### src/rtl/fetch_prefetch.sv
// Instruction-fetch front end with several memory reads in flight and a
// small instruction queue between the memory port and the IF->ID register.
// A redirect flushes the queue, retargets the PC and drops the responses to
// requests issued before it.
//
// Ports:
//   clk_i, rst_ni       clock, synchronous active-low reset
//   control_hazard_i    redirect request; pc_target_i is the new PC
//   mem_valid_o/ready_i request handshake, mem_addr_o = fetch PC
//   mem_rvalid_i/rdata  in-order read responses
//   inst_valid_o/ready_i queue head handshake; inst_pc_o/inst_data_o payload
module fetch_prefetch #(
  parameter int unsigned   Xlen           = 32,
  parameter int unsigned   Ilen           = 32,
  parameter int unsigned   Depth          = 4,
  parameter int unsigned   MaxOutstanding = 2,
  parameter logic [Xlen-1:0] ResetPc      = '0
) (
  input  logic            clk_i,
  input  logic            rst_ni,
  input  logic            control_hazard_i,
  input  logic [Xlen-1:0] pc_target_i,
  input  logic            mem_ready_i,
  output logic            mem_valid_o,
  output logic [Xlen-1:0] mem_addr_o,
  input  logic [Xlen-1:0] mem_rdata_i,
  input  logic            mem_rvalid_i,
  input  logic            inst_ready_i,
  output logic            inst_valid_o,
  output logic [Xlen-1:0] inst_pc_o,
  output logic [Ilen-1:0] inst_data_o
);

  localparam int unsigned PtrW = $clog2(Depth);
  localparam int unsigned CntW = $clog2(Depth + 1);
  localparam int unsigned OutW = $clog2(MaxOutstanding + 1);
  localparam int unsigned SumW = $clog2(Depth + MaxOutstanding + 1);

  logic [Xlen-1:0] fetch_pc_q, fetch_pc_d;
  logic [Xlen-1:0] resp_pc_q, resp_pc_d;
  logic [OutW-1:0] out_q, out_d;
  logic [OutW-1:0] stale_q, stale_d;
  logic [CntW-1:0] count_q, count_d;
  logic [PtrW-1:0] rd_ptr_q, rd_ptr_d;
  logic [PtrW-1:0] wr_ptr_q, wr_ptr_d;
  logic            started_q;

  logic [Xlen-1:0] pc_mem   [Depth];
  logic [Ilen-1:0] data_mem [Depth];

  logic [Xlen-1:0] target_al;
  logic [OutW-1:0] live;
  logic            credit_ok;
  logic            accept;
  logic            resp;
  logic            push;
  logic            pop;
  logic [31:0]     word;

  assign target_al = pc_target_i & ~Xlen'(3);
  assign live      = out_q - stale_q;
  // Every live response must have a queue slot reserved before it is requested.
  assign credit_ok = (SumW'(count_q) + SumW'(live)) < SumW'(Depth);

  assign mem_valid_o = rst_ni && started_q && !control_hazard_i &&
                       (out_q < OutW'(MaxOutstanding)) && credit_ok;
  assign mem_addr_o  = fetch_pc_q;

  assign accept = mem_valid_o && mem_ready_i;
  // Responses with nothing outstanding are spurious and ignored.
  assign resp   = mem_rvalid_i && (out_q != '0);
  assign push   = resp && (stale_q == '0) && !control_hazard_i;
  assign pop    = inst_valid_o && inst_ready_i && !control_hazard_i;

  // On a 64-bit port the instruction sits in the half addressed by PC bit 2.
  if (Xlen == 64) begin : g_x64
    assign word = resp_pc_q[2] ? mem_rdata_i[Xlen-1:32] : mem_rdata_i[31:0];
  end else begin : g_x32
    assign word = mem_rdata_i[31:0];
  end

  assign inst_valid_o = (count_q != '0);
  assign inst_pc_o    = pc_mem[rd_ptr_q];
  assign inst_data_o  = data_mem[rd_ptr_q];

  // Next-state for PCs, counters and queue pointers.
  always_comb begin
    fetch_pc_d = fetch_pc_q;
    resp_pc_d  = resp_pc_q;
    out_d      = out_q + OutW'(accept) - OutW'(resp);
    stale_d    = stale_q;
    count_d    = count_q + CntW'(push) - CntW'(pop);
    rd_ptr_d   = rd_ptr_q;
    wr_ptr_d   = wr_ptr_q;

    if (control_hazard_i) begin
      fetch_pc_d = target_al;
      resp_pc_d  = target_al;
      // Everything still outstanding after this cycle's response is stale.
      stale_d    = out_q - OutW'(resp);
      count_d    = '0;
      rd_ptr_d   = '0;
      wr_ptr_d   = '0;
    end else begin
      if (accept) fetch_pc_d = fetch_pc_q + Xlen'(4);
      if (push) begin
        resp_pc_d = resp_pc_q + Xlen'(4);
        wr_ptr_d  = wr_ptr_q + PtrW'(1);
      end
      if (resp && (stale_q != '0)) stale_d = stale_q - OutW'(1);
      if (pop) rd_ptr_d = rd_ptr_q + PtrW'(1);
    end
  end

  // State registers.
  always_ff @(posedge clk_i) begin
    if (!rst_ni) begin
      fetch_pc_q <= ResetPc;
      resp_pc_q  <= ResetPc;
      out_q      <= '0;
      stale_q    <= '0;
      count_q    <= '0;
      rd_ptr_q   <= '0;
      wr_ptr_q   <= '0;
      started_q  <= 1'b0;
    end else begin
      fetch_pc_q <= fetch_pc_d;
      resp_pc_q  <= resp_pc_d;
      out_q      <= out_d;
      stale_q    <= stale_d;
      count_q    <= count_d;
      rd_ptr_q   <= rd_ptr_d;
      wr_ptr_q   <= wr_ptr_d;
      started_q  <= 1'b1;
    end
  end

  // Queue storage; validity is tracked by count_q so no reset is needed.
  always_ff @(posedge clk_i) begin
    if (push) begin
      pc_mem[wr_ptr_q]   <= resp_pc_q;
      data_mem[wr_ptr_q] <= Ilen'(word);
    end
  end

endmodule
### config.mk
export PLATFORM = sky130hd
export DESIGN_NAME = fetch_prefetch
export DESIGN_NICKNAME = d
export VERILOG_FILES = /design/src/rtl/fetch_prefetch.sv
export SDC_FILE = /design/constraint.sdc
export NUM_CORES = 1
export LEC_CHECK = 0
export ABC_AREA = 1
export BUFFER_PORTS_ARGS = -buffer_cell sky130_fd_sc_hd__buf_2
export CAP_MARGIN = 20
export CORE_MARGIN = 2
export CORE_UTILIZATION = 52
export CTS_CLUSTER_DIAMETER = 100
export DETAILED_ROUTE_END_ITERATION = 12
export GPL_ROUTABILITY_DRIVEN = 0
export HOLD_SLACK_MARGIN = 0.12
export MAX_ROUTING_LAYER = met4
export PLACE_DENSITY = 0.72
export SYNTH_ARGS = -nofsm -noshare
export SYNTH_HDL_FRONTEND = slang
export SYNTH_SLANG_ARGS = --single-unit
### constraint.sdc
create_clock -name clk_i -period 9.6 [get_ports clk_i]
set_clock_uncertainty 0.1 [all_clocks]
set_input_delay 0.48 -clock clk_i [delete_from_list [all_inputs] [get_ports clk_i]]
set_output_delay 0.48 -clock clk_i [all_outputs]
set_load 0.01 [all_outputs]
==> summary.txt, run 1 <==
Worst setup path
  – Reg2reg path depth: 16
  – Top Family by Delay on Critical Path: adder cells
  – Worst-path cell chain: inv_1 -> ha_1 -> xnor2_1 -> xor2_1 -> inv_1 -> ha_1 -> nand3_1 -> nand2_1 -> nand2_1 -> nand4_2 -> ha_1 -> inv_1 -> ha_1 -> xor2_1 -> o21ai_0 -> a21oi_1
  – Worst EP arrival: 4020 ps
  – Reg2reg start: out_q[0]$_SDFF_PN0_
  – Worst path buffer plus inverter count: 3
  – Crit. End Element: flop
  – Max stage delay on crit path: 750 ps
  – Startpoint class of the critical path: flop
  – Cell mode on critical path: ha_1
  – Critical path required time: 9940 ps
  – Crit Path Max Fanout: 35
  – Critical-path top delay cell: nand4_2
  – Flop-to-flop setup slack: 5910 ps
  – Reg-to-Reg End: out_q[1]$_SDFF_PN0_
  – Critical path depth in cells: 16
  – Setup CP Type: reg2reg

Synth
  – Most area-consuming cells after synthesis: edfxtp_1, dfxtp_1, nand2_1
  – FF+latch count, synth: 322
  – Synth top cells by count: nand2_1, edfxtp_1, nor2_1
  – Sequential area share after synthesis: 63.6%
  – EDFF count, synth: 248
  – Leading area contributor after synthesis: edfxtp_1
  – Synth Instances: 1,431
  – Syn avg cell area: 9.81 um2
  – Area share of the largest cell type after synthesis: 53.0%
  – Top-count cell post-synth: nand2_1
  – FFs w/ async S/R, synth: 0%
  – Synth Flop Type: edfxtp_1
  – YS warnings: 0
  – Cell Area, Synth: 14,000 um2
  – Yosys cell types: 36

Hold path
  – Hold depth: 3
  – Worst hold-check path type: in2reg
  – Hold EP: resp_pc_q[30]$_SDFFE_PN0P_
  – Hold Crit Start: pc_target_i[30]

STA
  – Tmin final: 3690 ps
  – Slew Viols, Final: 0
  – Achievable Freq: 0.271 GHz
  – Actual slew at the worst max-slew pin: 1120 ps
  – Unrepaired setup endpoints after global routing: no
  – Slew Limit Headroom: 25.1%
  – Setup TNS: 0 ps
  – Final setup viols: 0
  – Fin. Hold Viols: 0
  – Crit share post-route: 38.4%

CTS
  – Clk root buf: clkbuf_16
  – H-tree levels: 2
  – CTS Buf Count: 35
  – Max clock buf depth: 3
  – CTS tree: yes
  – Insertion delay to the later sink of the worst-skew pair: 520 ps
  – CTS resizes: 0
  – Worst-path clk slew: 60 ps
  – Clk sink count: 322

Floorplanning
  – Io pins: 168
  – Width of the die: 168 um
  – Die area: 28,300 um2
  – Core Box Area: 26,700 um2
  – Initial Util: 52.5%
  – Die Y: 168 um
  – Row Count: 60

Layout
  – Nets: 1,692
  – FILL cells: 2,171
  – Syn-to-layout area delta: 17.6%
  – Final Non-Filler Cells: 1,973
  – Area of the multi-input gates: 4470 um2
  – Storage cell area: 8930 um2
  – Ant diodes: 0
  – Share of layout cells above drive strength 1: 14.5%

Place
  – PortBufs: 161
  – Placed insts: 1,878
  – Final HPWL DP: 20,400 um

Detailed routing
  – DRT iter0 DRCs: 894
  – First drt pass iteration count: 5
  – DR WL/cell: 16.9 um
  – Routed WL: 33,400 um
  – Vias per inst: 5.57
  – Vias: 10,997
  – DRC viols: 0
  – Detail Route Antenna Nets: 0

Global route
  – GRT Util Overall: 23.9%
  – Grt ovf: 0
  – Antenna violations before repair: 0
  – Largest net degree at the start of global routing: 111
  – Vias in the first global route: 10,359
  – First-pass GRT wire length: 52,700 um

Power and ir drop
  – Peak supply drop: 0.000104 V
  – PwrDens: 193 nW/um2
  – Leakage: 0.00632 uW

Run status
  – Status: finished, final reports clean

Flow run
  – Max cap viols: 0
-- cell families (layout without fill, tap and decap cells) --
group           count (synthesis)  count (layout)  synth area share (%)
compound gates                284             284                  10.9
xor+xnor                       22              22                  1.37
fa+ha+maj                      15              15                  1.39
buf+inv                       170             368                  4.88
flops                         322             322                  63.6
mux                             1               1                0.0713
other cells                     1               4                0.0267
simple gates                  616             616                  17.8
-- cell type report --
cell class              instances  area share, %
multi-input cells             942           27.0
well taps                     341           2.58
clock inverters                17          0.886
inverters                     103           2.35
clock buffers                  45           5.66
flip-flops and latches        322           54.1
repair buffers                203           7.39
-- repair_timing --
action | 4_1_cts | 5_1_grt
hold buffers | 32 | 0
setup endpoints to repair | 0 | 0
buffers inserted | 0 | 0
endpoints found under the hold margin | 128 | 0
-- placed cells by master, fill, tap and decap left out, types with 5 or more instances in the layout --
cell | Yosys | layout
nor3_1 | 6 | 6
clkbuf_16 | 0 | 36
ha_1 | 14 | 14
nor2_4 | 1 | 5
buf_4 | 4 | 9
nand4_1 | 9 | 9
clkinv_1 | 0 | 9
edfxtp_1 | 248 | 248
o22ai_1 | 64 | 64
inv_1 | 100 | 99
dlygate4sd3_1 | 0 | 32
a31oi_1 | 6 | 6
a21oi_1 | 46 | 46
nor2_1 | 220 | 216
dfxtp_1 | 74 | 72
xnor2_1 | 11 | 11
o21ai_0 | 161 | 161
nand3_1 | 88 | 88
clkbuf_1 | 50 | 9
xor2_1 | 11 | 11
buf_2 | 8 | 161
nand2_1 | 281 | 281
-- state kept, by name, summed over array words and instances (netlist names), named ones only --
name / count
data_mem: 128
pc_mem: 120
started_q: 1
resp_pc_q: 30
stale_q: 2
rd_ptr_q: 2
wr_ptr_q: 2
out_q: 2
mem_addr_o: 30
count_q: 3
-- worst reg2reg max path, cell delays in order (launching register included) --
cell and delay [ps]:
dfxtp_1 360, inv_1 70, ha_1 200, xnor2_1 160, xor2_1 150, inv_1 50, ha_1 270, nand3_1 100
nand2_1 60, nand2_1 80, nand4_2 750, ha_1 640, inv_1 60, ha_1 150, xor2_1 190, o21ai_0 90
a21oi_1 140
-- metrics by stage --
step / util (%) / total power (uW) / hold WS, ps / area (um2) / setup WS (ps)
global route: 61.8 / 3310 / 144 / 16500 / 5570
floorplan: - / 1830 / 336 / 14100 / 5500
global placement: 56.5 / 1930 / 344 / 15100 / 5940
finish: 61.8 / 3190 / 138 / 16500 / 5910
CTS: 61.7 / 3210 / 120 / 16500 / 5890
detailed placement: 56.5 / 1940 / 373 / 15100 / 5960
-- layer usage --
layer	vias up	GRT usage (%)	routed length (um)
li1	5272	-	-
met1	5200	31.1	14300
met2	451	38.3	15500
met3	74	4.21	2630
met4	0	7.98	1010
met5	-	-	0
-- report_power, final --
part           leakage, uW  total [uW]  switching (uW)  internal, uW
clock             0.000521        1270             521           744
sequential         0.00286        1620            53.8          1570
combinational      0.00293         304             194           110
total              0.00632        3190             769          2420
-- worst max path at each step --
stage          slack [ps]                       end                start
5_1_grt              5570       out_q[1]$_SDFF_PN0_  out_q[0]$_SDFF_PN0_
3_3_place_gp         5940       out_q[1]$_SDFF_PN0_  out_q[0]$_SDFF_PN0_
2_1_floorplan        5500  data_mem[0][0]$_DFFE_PP_     control_hazard_i
4_1_cts              5890             inst_pc_o[23]                 flop
3_5_place_dp         5960       out_q[1]$_SDFF_PN0_  out_q[0]$_SDFF_PN0_
6_report             5910       out_q[1]$_SDFF_PN0_  out_q[0]$_SDFF_PN0_
No activity file was read; power rests on OpenSTA's default activity.
==> inputs of run 2 (changes only) <==
--- a/config.mk
+++ b/config.mk
@@ -5,7 +5,7 @@
 export SDC_FILE = /design/constraint.sdc
 export NUM_CORES = 1
 export LEC_CHECK = 0
-export ABC_AREA = 1
+export ABC_AREA = 0
 export BUFFER_PORTS_ARGS = -buffer_cell sky130_fd_sc_hd__buf_2
 export CAP_MARGIN = 20
 export CORE_MARGIN = 2
@@ -15,7 +15,7 @@
 export GPL_ROUTABILITY_DRIVEN = 0
 export HOLD_SLACK_MARGIN = 0.12
 export MAX_ROUTING_LAYER = met4
-export PLACE_DENSITY = 0.72
+export PLACE_DENSITY = 0.73
 export SYNTH_ARGS = -nofsm -noshare
 export SYNTH_HDL_FRONTEND = slang
 export SYNTH_SLANG_ARGS = --single-unit
==> constraint.sdc (replaced) <==
create_clock -name clk_i -period 3.5 [get_ports clk_i]
set_clock_uncertainty 0.1 [all_clocks]
set_input_delay 0.175 -clock clk_i [delete_from_list [all_inputs] [get_ports clk_i]]
set_output_delay 0.175 -clock clk_i [all_outputs]
set_load 0.01 [all_outputs]
==> run 2 against run 1 <==
  * Non-clock buffer count is 50 higher
  * Die area is 6.3% lower
  * Area after synthesis decreased by 6.4%
  * First-iteration DRC count down 35%
  * Synthesized cell count fell by 43%
  * Count of clock-buffer cells in the layout down 9
  * Critical path depth decreased by 4
  * Register-to-register slack got worse by 5800 ps
  * Via count is 26% lower
  * Final cell count fell by 28%
  * Clock power rose to 2.6 times the previous value
  * Maximum frequency is 9.5% higher
  * Largest power group unchanged
  * Highest routed layer unchanged
==> summary.txt, run 2 <==
CTS
  – Worst-path clk slew: 70 ps (about the same)
  – Clk sink count: 322 (unchanged)
  – CTS Buf Count: 31 (-11%)
  – Max clock buf depth: 3 (unchanged)
  – H-tree levels: 1 (-1)
  – Insertion delay to the later sink of the worst-skew pair: 550 ps (+30 ps)
  – Clk root buf: clkbuf_16
  – CTS tree: yes
  – Post-CTS Repair Setup Buffers: 0 (unchanged)

STA
  – Fin. Hold Viols: 0 (unchanged)
  – Achievable Freq: 0.297 GHz (+9.5%)
  – Unrepaired setup endpoints after global routing: no
  – Final setup viols: 0 (unchanged)
  – Tmin final: 3370 ps (-319 ps)
  – Setup ws final: 134 ps (-5780 ps)
  – Actual slew at the worst max-slew pin: 783 ps (-340 ps)
  – Setup TNS: 0 ps (unchanged)
  – Slew Viols, Final: 0 (unchanged)
  – Slew Limit Headroom: 47.8% (+23 points)
  – Hold_ws: 284 ps (+146 ps)
  – Crit share post-route: 96.2% (+58 points)

Worst setup path
  – Crit. End Element: flop
  – Setup CP Type: reg2reg
  – Top Family by Delay on Critical Path: buffers and inverters
  – Critical-path top delay cell: dlygate4sd3_1
  – Worst-path cell chain: inv_1 -> ha_1 -> xnor2_1 -> xnor2_1 -> ha_1 -> and3b_1 -> o211a_4 -> nor2_4 -> inv_2 -> buf_4 -> o311ai_0 -> dlygate4sd3_1
  – Flop-to-flop setup slack: 130 ps (-5780 ps)
  – Crit Path Max Fanout: 12 (-66%)
  – Worst path buffer plus inverter count: 4 (+1)
  – Critical path required time: 3890 ps (-6050 ps)
  – Max stage delay on crit path: 590 ps (-160 ps)
  – Worst EP arrival: 3760 ps (-260 ps)
  – Startpoint class of the critical path: flop

Global route
  – Largest net degree at the start of global routing: 63 (-43%)
  – Vias in the first global route: 8,275 (-20%)
  – Grt ovf: 0 (unchanged)
  – First-pass GRT wire length: 44,400 um (-16%)
  – Antenna violations before repair: 0 (unchanged)
  – GRT Util Overall: 22.1% (-1.8 points)

Synth
  – Sequential area share after synthesis: 68.0% (+4.4 points)
  – Top-count cell post-synth: edfxtp_1
  – FFs w/ async S/R, synth: 0% (unchanged)
  – Synth Instances: 819 (-43%)
  – Cell Area, Synth: 13,100 um2 (-6.4%)
  – FF+latch count, synth: 322 (unchanged)
  – EDFF count, synth: 248 (unchanged)
  – Synth top cells by count: edfxtp_1, dfxtp_1, mux4_2
  – Most area-consuming cells after synthesis: edfxtp_1, dfxtp_1, mux4_2
  – Leading area contributor after synthesis: edfxtp_1
  – YS warnings: 0 (unchanged)
  – Yosys cell types: 70 (+94%)
  – Synth Flop Type: edfxtp_1
  – Syn avg cell area: 16.0 um2 (+63%)
  – Area share of the largest cell type after synthesis: 56.7% (+3.6 points)

Floorplanning
  – Row Count: 58 (-3.3%)
  – Die Y: 163 um (-3.2%)
  – Width of the die: 163 um (-3.2%)
  – Die area: 26,600 um2 (-6.3%)
  – Io pins: 168 (unchanged)
  – Initial Util: 52.6% (+0.094 points)
  – Core Box Area: 25,000 um2 (-6.6%)

Detailed routing
  – DRT iter0 DRCs: 579 (-35%)
  – Vias: 8,135 (-26%)
  – Detail Route Antenna Nets: 0 (unchanged)
  – Routed WL: 28,100 um (-16%)
  – DR WL/cell: 19.8 um (+17%)
  – First drt pass iteration count: 5 (unchanged)
  – Vias per inst: 5.74 (+3.0%)
  – DRC viols: 0 (unchanged)

Layout
  – Top flop regs: data_mem x128, pc_mem x120
  – Max reg flops: 128 (unchanged)
  – Commonest cells after routing, fill and taps aside: edfxtp_1, buf_2, dlygate4sd3_1, dfxtp_1, mux4_2
  – Share of layout cells above drive strength 1: 29.0% (+14 points)
  – Syn-to-layout area delta: 22.5%
  – Most flops, register: data_mem
  – Nets: 1,151 (-32%)
  – Most common cell after layout, fill and taps aside: edfxtp_1
  – Ant diodes: 0 (unchanged)
  – FILL cells: 1,787 (-18%)

Power and ir drop
  – Leakage: 0.00564 uW (-11%)
  – PwrDens: 520 nW/um2 (+170%)
  – Peak supply drop: 0.000329 V (+220%)

Flow run
  – Max cap viols: 0 (unchanged)

Hold path
  – Worst hold-check path type: in2reg

Run status
  – Status: finished, final reports clean

Place
  – PortBufs: 161 (unchanged)
  – Final HPWL DP: 17,300 um (-15%)
  – Place WS: 360 ps (-5590 ps)
## run 2: cell types whose count changed after synthesis, sizes merged, moves of 13 or more
cell	before	now
inv	103	16
nand2	283	48
and3	0	16
clkbuf	50	24
o21ai	163	26
mux4	0	62
nand3	88	34
a21oi	46	33
o22ai	64	0
nand4	10	23
xor2	11	25
nor2	223	26
## run 2: routing by layer
metal / vias to the layer above / global-route usage, % / wire [um]
met5: - / - / 0
met4: 0 / 5.63 / 610
met3: 43 / 3.13 / 2050
met2: 331 / 35.1 / 13400
met1: 4031 / 30.4 / 12000
li1: 3730 / - / -
## run 2: cell families (layout without fill, tap and decap cells)
family / after synthesis / after routing / share of synthesized area, %
AOI/OAI and AO/OA: 116 / 116 / 6.09
buffers and inverters: 59 / 324 / 2.13
DFF: 322 / 322 / 68.0
adders and majority gates: 15 / 15 / 1.49
other: 1 / 4 / 0.0285
xor gates and xnor gates: 42 / 42 / 2.80
and+or+nand+nor: 199 / 199 / 8.64
muxes: 65 / 65 / 10.9
## run 2: path summary, 6_finish.rpt
path | startpoint | end | cells past startpoint
worst max-delay path | out_q[0]$_SDFF_PN0_ | mem_addr_o[20]$_SDFFE_PN0P_ | 12
worst min-delay path | mem_rdata_i[2] | data_mem[3][2]$_DFFE_PP_ | 2
worst max register to register | out_q[0]$_SDFF_PN0_ | mem_addr_o[20]$_SDFFE_PN0P_ | 12
worst min register to register | wr_ptr_q[1]$_SDFFE_PP0P_ | wr_ptr_q[1]$_SDFFE_PP0P_ | 2
## run 2: area by class of cell
class	count	area (um2)	share of cell area [%]
well taps	330	413	2.56
repair buffers	253	1740	10.8
inverters	17	63.8	0.396
flip-flops and latches	322	8930	55.5
clock buffers	36	795	4.94
multi-input cells	441	3950	24.6
clock inverters	18	198	1.23
## run 2: stage by stage
stage                     cell area (um2)  util (%)  cells  total power (uW)
after floorplan                     13100         -    822              4860
after global placement              14400      57.5   1289              5110
after detailed placement            14400      57.5   1289              5130
after CTS                           16100      64.5   1417              8440
after global routing                16100      64.5   1417              8670
final                               16100      64.5   1417              8380
## run 2: where the power goes
group	internal (uW)	switching [uW]	total, uW	leakage (uW)
Combinational	341	391	731	0.00229
Clock	1910	1350	3260	0.000483
Sequential	4270	122	4390	0.00286
Total	6520	1860	8380	0.00564
## run 2: timing repair
action | in CTS | in global routing
setup endpoints to repair | 0 | 1
gates resized for setup | 0 | 1
endpoints found under the hold margin | 197 | 0
hold buffers | 74 | 0
